==> config.mk <==
export PLATFORM = sky130hd
export DESIGN_NAME = uart_tx_fifo_drain_flat
export DESIGN_NICKNAME = d
export VERILOG_FILES = /design/src/rtl/uart_tx_fifo_drain_if.sv /design/src/rtl/uart_tx_fifo_drain.sv /design/src/flat_wrapper.sv
export SDC_FILE = /design/constraint.sdc
export NUM_CORES = 1
export LEC_CHECK = 0
export CAP_MARGIN = 30
export CORE_MARGIN = 2
export CORE_UTILIZATION = 25
export CTS_BUF_LIST = sky130_fd_sc_hd__clkbuf_4
export CTS_CLUSTER_DIAMETER = 30
export DETAILED_ROUTE_END_ITERATION = 10
export GPL_TIMING_DRIVEN = 0
export PLACE_DENSITY = 0.54
export RECOVER_POWER = 25
export SYNTH_ARGS = -nofsm -noshare
export SYNTH_HDL_FRONTEND = slang
export SYNTH_SLANG_ARGS = --single-unit
==> constraint.sdc <==
create_clock -name clk -period 1.9 [get_ports clk]
set_input_delay 0.19 -clock clk [delete_from_list [all_inputs] [get_ports clk]]
set_output_delay 0.19 -clock clk [all_outputs]
set_load 0.02 [all_outputs]
==> src/rtl/uart_tx_fifo_drain_if.sv <==
// ----------------------------------------------------------------------------
// uart_tx_fifo_drain_if
//   Read-side bundle between a byte FIFO and its UART drain.
//   fifo_empty : FIFO empty flag               (FIFO -> drain)
//   fifo_data  : FIFO data_out, DW bits        (FIFO -> drain), valid the cycle after a pop
//   fifo_ren   : FIFO read enable, 1-cycle pulse per word (drain -> FIFO)
//   modport master : the drain (drives fifo_ren)
//   modport slave  : the FIFO  (drives fifo_empty / fifo_data)
// ----------------------------------------------------------------------------
interface uart_tx_fifo_drain_if #(
    parameter int DW = 8
) ();
    logic          fifo_empty;
    logic [DW-1:0] fifo_data;
    logic          fifo_ren;

    modport master (
        output fifo_ren,
        input  fifo_empty,
        input  fifo_data
    );

    modport slave (
        input  fifo_ren,
        output fifo_empty,
        output fifo_data
    );
endinterface

==> src/rtl/uart_tx_fifo_drain.sv <==
// ----------------------------------------------------------------------------
// uart_tx_fifo_drain
//   Pops one word from the FIFO whenever it is non-empty and transmit is
//   enabled, then serialises it LSB first onto a UART line as 8N1, or 8E1
//   when PARITY_EN=1.
// Parameters
//   DW           : data word width (matches FIFO)
//   CLKS_PER_BIT : clk cycles per UART bit, >= 2
//   PARITY_EN    : 1 = even-parity bit after the data bits
// Ports
//   clk     : clock, rising edge
//   rst     : asynchronous active-high reset
//   i_tx_en : gates new pops only; a frame in progress always completes
//   fifo    : FIFO read side (master modport: fifo_ren out, empty/data in)
//   o_tx    : registered UART line, idles high
//   o_busy  : high whenever the FSM is not idle
// ----------------------------------------------------------------------------
module uart_tx_fifo_drain #(
    parameter int DW           = 8,
    parameter int CLKS_PER_BIT = 16,
    parameter int PARITY_EN    = 0
) (
    input  logic                        clk,
    input  logic                        rst,
    input  logic                        i_tx_en,
    uart_tx_fifo_drain_if.master        fifo,
    output logic                        o_tx,
    output logic                        o_busy
);

    localparam int BW = (CLKS_PER_BIT > 1) ? $clog2(CLKS_PER_BIT) : 1;
    localparam int CW = $clog2(DW + 1);

    localparam logic [BW-1:0] BAUD_LAST = BW'(CLKS_PER_BIT - 1);
    localparam logic [CW-1:0] BIT_LAST  = CW'(DW - 1);

    localparam logic [2:0] S_IDLE   = 3'd0;
    localparam logic [2:0] S_LOAD   = 3'd1;
    localparam logic [2:0] S_START  = 3'd2;
    localparam logic [2:0] S_DATA   = 3'd3;
    localparam logic [2:0] S_PARITY = 3'd4;
    localparam logic [2:0] S_STOP   = 3'd5;

    logic [2:0]    r_state;
    logic [BW-1:0] r_baud;
    logic [CW-1:0] r_bit;
    logic [DW-1:0] r_shift;
    logic          r_par;
    logic          r_tx;

    logic          w_fifo_ren;
    logic          w_baud_last;
    logic          w_bit_last;

    // Gated by rst so that the reset-value IDLE state cannot pop while the
    // block is still held in reset.
    assign w_fifo_ren  = (r_state == S_IDLE) & i_tx_en & ~fifo.fifo_empty & ~rst;
    assign w_baud_last = (r_baud == BAUD_LAST);
    assign w_bit_last  = (r_bit == BIT_LAST);

    assign fifo.fifo_ren = w_fifo_ren;
    assign o_tx          = r_tx;
    assign o_busy        = (r_state != S_IDLE);

    // r_tx is loaded from the current state's line value, so the line lags
    // the state register by one cycle.
    always_ff @(posedge clk or posedge rst) begin
        if (rst) begin
            r_state <= S_IDLE;
            r_baud  <= '0;
            r_bit   <= '0;
            r_shift <= '0;
            r_par   <= 1'b0;
            r_tx    <= 1'b1;
        end else begin
            case (r_state)
                S_IDLE: begin
                    r_tx   <= 1'b1;
                    r_baud <= '0;
                    r_bit  <= '0;
                    if (w_fifo_ren) begin
                        r_state <= S_LOAD;
                    end
                end

                S_LOAD: begin
                    r_tx    <= 1'b1;
                    r_shift <= fifo.fifo_data;
                    r_par   <= 1'b0;
                    r_state <= S_START;
                end

                S_START: begin
                    r_tx <= 1'b0;
                    if (w_baud_last) begin
                        r_baud  <= '0;
                        r_state <= S_DATA;
                    end else begin
                        r_baud <= r_baud + BW'(1);
                    end
                end

                S_DATA: begin
                    r_tx <= r_shift[0];
                    if (w_baud_last) begin
                        r_baud  <= '0;
                        r_shift <= r_shift >> 1;
                        // Parity accumulates at each bit boundary, so it is
                        // complete by the time PARITY is entered.
                        r_par   <= r_par ^ r_shift[0];
                        if (w_bit_last) begin
                            r_bit   <= '0;
                            r_state <= (PARITY_EN != 0) ? S_PARITY : S_STOP;
                        end else begin
                            r_bit <= r_bit + CW'(1);
                        end
                    end else begin
                        r_baud <= r_baud + BW'(1);
                    end
                end

                S_PARITY: begin
                    r_tx <= r_par;
                    if (w_baud_last) begin
                        r_baud  <= '0;
                        r_state <= S_STOP;
                    end else begin
                        r_baud <= r_baud + BW'(1);
                    end
                end

                S_STOP: begin
                    r_tx <= 1'b1;
                    if (w_baud_last) begin
                        r_baud  <= '0;
                        r_state <= S_IDLE;
                    end else begin
                        r_baud <= r_baud + BW'(1);
                    end
                end

                default: begin
                    r_tx    <= 1'b1;
                    r_baud  <= '0;
                    r_bit   <= '0;
                    r_state <= S_IDLE;
                end
            endcase
        end
    end

endmodule

==> src/flat_wrapper.sv <==
// flat-port wrapper written by rule: the top's interface ports become plain ports
module uart_tx_fifo_drain_flat 
#(
    parameter int DW           = 8,
    parameter int CLKS_PER_BIT = 16,
    parameter int PARITY_EN    = 0
)
  (clk, rst, i_tx_en, o_tx, o_busy, fifo_fifo_ren, fifo_fifo_empty, fifo_fifo_data);
  uart_tx_fifo_drain_if #(.DW(DW)) fifo_i ();
  input  logic clk;
  input  logic rst;
  input  logic i_tx_en;
  output logic o_tx;
  output logic o_busy;
  output wire logic [$bits(fifo_i.fifo_ren)-1:0] fifo_fifo_ren;
  input wire logic [$bits(fifo_i.fifo_empty)-1:0] fifo_fifo_empty;
  input wire logic [$bits(fifo_i.fifo_data)-1:0] fifo_fifo_data;
  assign fifo_fifo_ren = fifo_i.fifo_ren;
  assign fifo_i.fifo_empty = fifo_fifo_empty;
  assign fifo_i.fifo_data = fifo_fifo_data;
  uart_tx_fifo_drain #(.DW(DW), .CLKS_PER_BIT(CLKS_PER_BIT), .PARITY_EN(PARITY_EN)) u_core (.clk(clk), .rst(rst), .i_tx_en(i_tx_en), .fifo(fifo_i), .o_tx(o_tx), .o_busy(o_busy));
endmodule
## After elaboration in Yosys (flattened, before gate mapping)

Index checks and enable logic that the tools add are counted.

| cells by class | value |
|---|---|
| add/subtract/negate cells | 2 |
| multiply operators | 0 |
| div/mod/pow operators | 0 |
| order comparisons | 0 |
| eq/ne operators | 13 |
| shifts and indexed selects | 0 |
| multiplexer cells | 17 |
| bitwise gates (word level) | 7 |
| reductions and logical operators | 8 |

Operator list:

| operator | count |
|---|---|
| $mux 3 | 6 |
| $pmux 3 s6 | 1 |
| $pmux 4 s2 | 2 |
| $pmux 8 s2 | 1 |
| $mux 4 | 3 |
| $ne 2x1->1 const B | 5 |
| $add 4x1->4 const B | 2 |
| $mux 8 | 1 |
| $reduce_or 4->1 | 2 |
| $eq 3x2->1 const B | 2 |
| $eq 3x3->1 const B | 2 |
| $reduce_and 6->1 | 1 |
| $eq 4x3->1 const B | 1 |
| $eq 4x4->1 const B | 1 |
| $reduce_and 2->1 | 2 |
| $and 1x1->1 | 3 |
| $eq 3x1->1 const B | 1 |
| $logic_not 3->1 | 1 |
| $not 1->1 | 3 |
| $pmux 1 s3 | 1 |
| $reduce_bool 3->1 | 1 |
| $ne 2x2->1 const B | 1 |
| $pmux 1 s2 | 1 |
| $reduce_bool 2->1 | 1 |
| 2 further kinds | 2 |

| word-level totals | value |
|---|---|
| register bits | 21 |
| latch bits | 0 |
| memory bits (writable) | 0 |
| ROM bits | 0 |
| logic and storage cells | 53 |
| memories | 0 |

## Logic depth before layout (Yosys ltp)

| logic depth | value |
|---|---|
| depth in word-level cells | 6 |
| mapped depth | 6 |
| mapped depth without buffers | 5 |

## Least setup slack after synthesis

OpenSTA, ideal clock, no wires.

| timing path | value |
|---|---|
| path type | reg2reg |
| start point | reg u_core.r_baud[0] |
| end point | reg u_core.r_bit[2] |
| data arrival time | 1.390 ns |
| required time | 1.770 ns |
| setup slack | 0.380 ns |
| stages on the path, launching flop included | 7 |
| buffers on the path | 1 |
| clock period less this slack | 1.520 ns |
| cell sequence | dfrtp_1 -> ha_1 -> and3_1 -> buf_6 -> and2_4 -> a41oi_1 -> o21ai_0 |

| on the way | value |
|---|---|
| longest elaborated chain between the ends | 3 |

Ends and longest elaborated chain:

| item | RTL line | RTL |
|---|---|---|
| start: declaration | uart_tx_fifo_drain.sv:45 | `logic [BW-1:0] r_baud;` |
| start signal: assignment | uart_tx_fifo_drain.sv:99 | `r_baud <= r_baud + BW'(1);` |
| start signal: assignment | uart_tx_fifo_drain.sv:118 | `r_baud <= r_baud + BW'(1);` |
| start signal: assignment | uart_tx_fifo_drain.sv:128 | `r_baud <= r_baud + BW'(1);` |
| $eq 4x4->1 | uart_tx_fifo_drain.sv:58 | `assign w_baud_last = (r_baud == BAUD_LAST);` |
| $ne 2x1->1 (no line) | - |  |
| $reduce_and 2->1 (no line) | - |  |
| end signal: assignment | uart_tx_fifo_drain.sv:115 | `r_bit <= r_bit + CW'(1);` |
| end: declaration | uart_tx_fifo_drain.sv:46 | `logic [CW-1:0] r_bit;` |

No other way between the ends.
A chain may end at the register's enable or synchronous reset.

## Worst setup path after layout

| timing path | value |
|---|---|
| start point | reg u_core.r_state[0] |
| end point | out fifo_fifo_ren |

| on the way | value |
|---|---|
| longest elaborated chain between the ends | 4 |

Ends and longest elaborated chain:

| item | RTL line | RTL |
|---|---|---|
| start: declaration | uart_tx_fifo_drain.sv:44 | `logic [2:0] r_state;` |
| start signal: assignment | uart_tx_fifo_drain.sv:113 | `r_state <= (PARITY_EN != 0) ? S_PARITY : S_STOP;` |
| $logic_not 3->1 | uart_tx_fifo_drain.sv:57 | `assign w_fifo_ren = (r_state == S_IDLE) & i_tx_en & ~fifo.fifo_empty & ~rst;` |
| $and 1x1->1 (3 in a row) | uart_tx_fifo_drain.sv:57 |  |
| end: declaration | flat_wrapper.sv:15 | `output wire logic [$bits(fifo_i.fifo_ren)-1:0] fifo_fifo_ren;` |

No other way between the ends.

==> results.py <==
metrics = {
    "critical_path": {
        "crit_type": "reg2out",
        "cp_slowest_stage_delay_ns": 0.48,
        "rr_startpoint": "u_core.r_baud[0]",
        "critPathCaptureType": "primary output",
        "crit_arrival_ns": 1.65,
        "slowest_stage": "dfrtp_2",
        "r2r_setup_slack_ns": 0.25,
        "critPathMaxFanout": 8,
        "reg2reg_depth": 6,
        "worstPathRequired_ns": 1.71,
        "path_cells": "or3_4 > nor4b_4 > buf_4",
        "start_kind": "register",
        "r2r_end": "u_core.r_bit[2]",
    },
    "clock_tree": {
        "htree_num_levels": 1,
        "numCtsBuffers": 3,
        "path_clk_slew_ns": 0.13,
        "insertion_delay_ns": 0.31,
        "clkSinkCount": 21,
        "cts_root_buf": "clkbuf_4",
        "cts_tree": "built",
        "clock_path_buffers": 2,
    },
    "power_and_ir_drop": {
        "ir_drop_mv": 0.322,
        "p_per_area_nw_per_um2": 1290,
        "p_leak_uw": 0.000614,
        "p_total_uw": 1840,
    },
    "global_route": {
        "top_usage_layer": "met2",
        "grt_pass1_vias": 978,
        "grt_max_degree": 22,
        "grt_pass1_wl_mm": 4.44,
        "use_met3_pct": 3.59,
        "gr-usage-all-layers_pct": 10.9,
        "grt_use_met2_pct": 18.3,
        "antenna_found_initial": 0,
        "met1_usage_pct": 12.8,
        "grt-ovfl-total": 0,
    },
    "final_layout": {
        "num-fill-cells": 457,
        "syn_to_final_growth_pct": 21.0,
        "fin_cells": 191,
        "antenna_cells": 0,
        "drive_gt1_share_pct": 18.0,
        "final_util_pct": 32.1,
        "nets": 154,
    },
    "placed_design": {
        "io_buffer_count": 14,
        "hpwl_mm": 1.92,
        "globalplace.congestion": 0.793,
        "dp_cells": 185,
    },
    "logic_synthesis": {
        "avgSynthCellArea_um2": 9.91,
        "ys.warnings.count": 0,
        "ys_seq_area_share_pct": 44.6,
        "synth_cell_types": 40,
        "syn_nets": 133,
        "synth-edff-count": 0,
        "synth_flop_cell": "dfrtp_1",
        "syn_area_um2": 1180,
        "netlist_instances": 119,
        "synthArstFlopShare_pct": 100,
        "synth_seq_cells": 21,
    },
    "floorplan": {
        "die_x_um": 72.7,
        "die_area_um2": 5290,
        "io_pins": 15,
        "dieHeight_um": 72.7,
        "coreArea_um2": 4440,
        "start_util_pct": 26.5,
        "rows": 24,
    },
    "sta": {
        "fin_crit_sh_pct": 96.8,
        "relSlewSlack_pct": 45.1,
        "finalClockSkew_ns": 0.00536,
        "setup_viol": 0,
        "min_period_ns": 1.84,
        "setup_tns_ns": 0,
        "tightest_slew_ns": 0.823,
        "hold_viol": 0,
        "fmax_mhz": 544,
        "report.final.slew_viol_count": 0,
    },
    "route": {
        "first_iter_violations": 66,
        "wl_per_cell_um": 13.7,
        "drc": 0,
        "ant_nets": 0,
        "via_count": 956,
        "first_pass_iters": 4,
        "wirelength_mm": 2.61,
        "via_per_inst": 5.01,
    },
    "outcome": {
        "status": "completed",
    },
    "worst_hold_path": {
        "min_to": "u_core.r_shift[7]",
        "hold_path.class": "in2reg",
        "hold-path-cell-count": 3,
        "hp-start": "fifo_fifo_data[7]",
    },
    "run": {
        "maxCapViolCount": 0,
    },
}
## state kept, by name, indices dropped and copies added (netlist names)
register        count
u_core.o_tx         1
u_core.r_baud       4
u_core.r_bit        4
u_core.r_par        1
u_core.r_shift      8
u_core.r_state      3
## final cells by class
cell class	count	area, um^2	share of cell area, %
Multi-Input combinational cell	83	573	40.1
Tap cell	52	65.1	4.56
Clock buffer	3	22.5	1.58
Clock inverter	1	7.51	0.526
Inverter	8	30.0	2.10
Buffer	7	50.0	3.51
Sequential cell	21	528	37.0
Timing Repair Buffer	16	151	10.6
## cell usage in the layout (no fill, tap or decap), types with 2 or more instances in the layout
cell,count
and3_1,2
buf_6,2
a31oi_1,2
clkbuf_4,3
buf_2,4
ha_1,2
o21ai_0,8
nand3_1,4
o22ai_1,2
nor2b_1,2
a41oi_1,2
dfrtp_1,19
a31o_2,2
nand2_1,2
a21o_1,2
nand2b_1,2
clkdlybuf4s50_1,11
buf_4,4
inv_1,8
nor2_1,12
mux2i_1,6
a21oi_1,14
## worst max path at each step
stage / from / to / slack (ns) / cells past startpoint
6_report: u_core.r_state[0] / fifo_fifo_ren / 0.06 / 3
5_1_grt: u_core.r_state[0] / fifo_fifo_ren / -0.0002 / 3
4_1_cts: u_core.r_state[2] / fifo_fifo_ren / 0.03 / 3
3_5_place_dp: u_core.r_state[0] / fifo_fifo_ren / -0.06 / 3
3_3_place_gp: u_core.r_state[0] / fifo_fifo_ren / -0.05 / 3
2_1_floorplan: u_core.r_baud[0] / u_core.r_bit[2] / 0.38 / 6
## critical path, delay by kind of cell, from the launching register on
kind,cells,cell delay [ns]
buffers and inverters,1,0.19
flip-flops,1,0.48
AND/OR/NAND/NOR,2,0.67
## power breakdown
group | switching (uW) | internal [uW]
sequential | 143 | 626
combinational | 437 | 404
clock | 150 | 80.2
total | 730 | 1110
## per-stage QoR
step	worst slack [ns]	area, um^2	hold WS, ns
6_report	0.0613	1430	0.484
3_3_place_gp	-0.0514	1390	0.467
2_1_floorplan	0.380	1180	0.166
4_1_cts	0.0335	1410	0.438
3_5_place_dp	-0.0555	1390	0.480
5_1_grt	-0.000209	1430	0.483
## cell families (layout without fill, tap and decap cells)
group           count (synthesis)  count (layout)  synth area share, %
compound gates                 41              41                 23.4
xor+xnor                        1               1                0.742
fa+ha+maj                       2               2                 2.12
buf+inv                        15              35                 6.79
flops                          21              21                 44.6
mux                             6               6                 5.09
simple gates                   33              33                 17.2
## routing by layer
layer | wire length (um) | vias up
met2 | 1390 | 19
li1 | - | 468
met5 | 0 | -
met1 | 1080 | 467
met3 | 107 | 2
met4 | 33 | 0
## cell usage after synthesis, types with 2 or more instances
library cell	n	area, um^2
buf_2	4	20.0
a41oi_1	2	17.5
nand2b_1	2	12.5
nand2_1	2	7.51
a21o_1	2	15.0
a31o_2	2	17.5
buf_6	2	22.5
a31oi_1	2	12.5
mux2i_1	6	60.1
and3_1	2	12.5
a21oi_1	14	70.1
dfrtp_1	20	500
inv_1	8	30.0
o22ai_1	2	12.5
o21ai_0	8	40.0
ha_1	2	25.0
nand3_1	4	20.0
nor2b_1	2	12.5
nor2_1	12	45.0
## what timing repair did
action                                  CTS  global route
hold endpoints to repair                  0             0
hold buffers                              0             0
endpoints found under the setup margin    2             1
resized for setup                         6             1
buffers inserted                          0             2
Power figures use the tool's default switching activity.
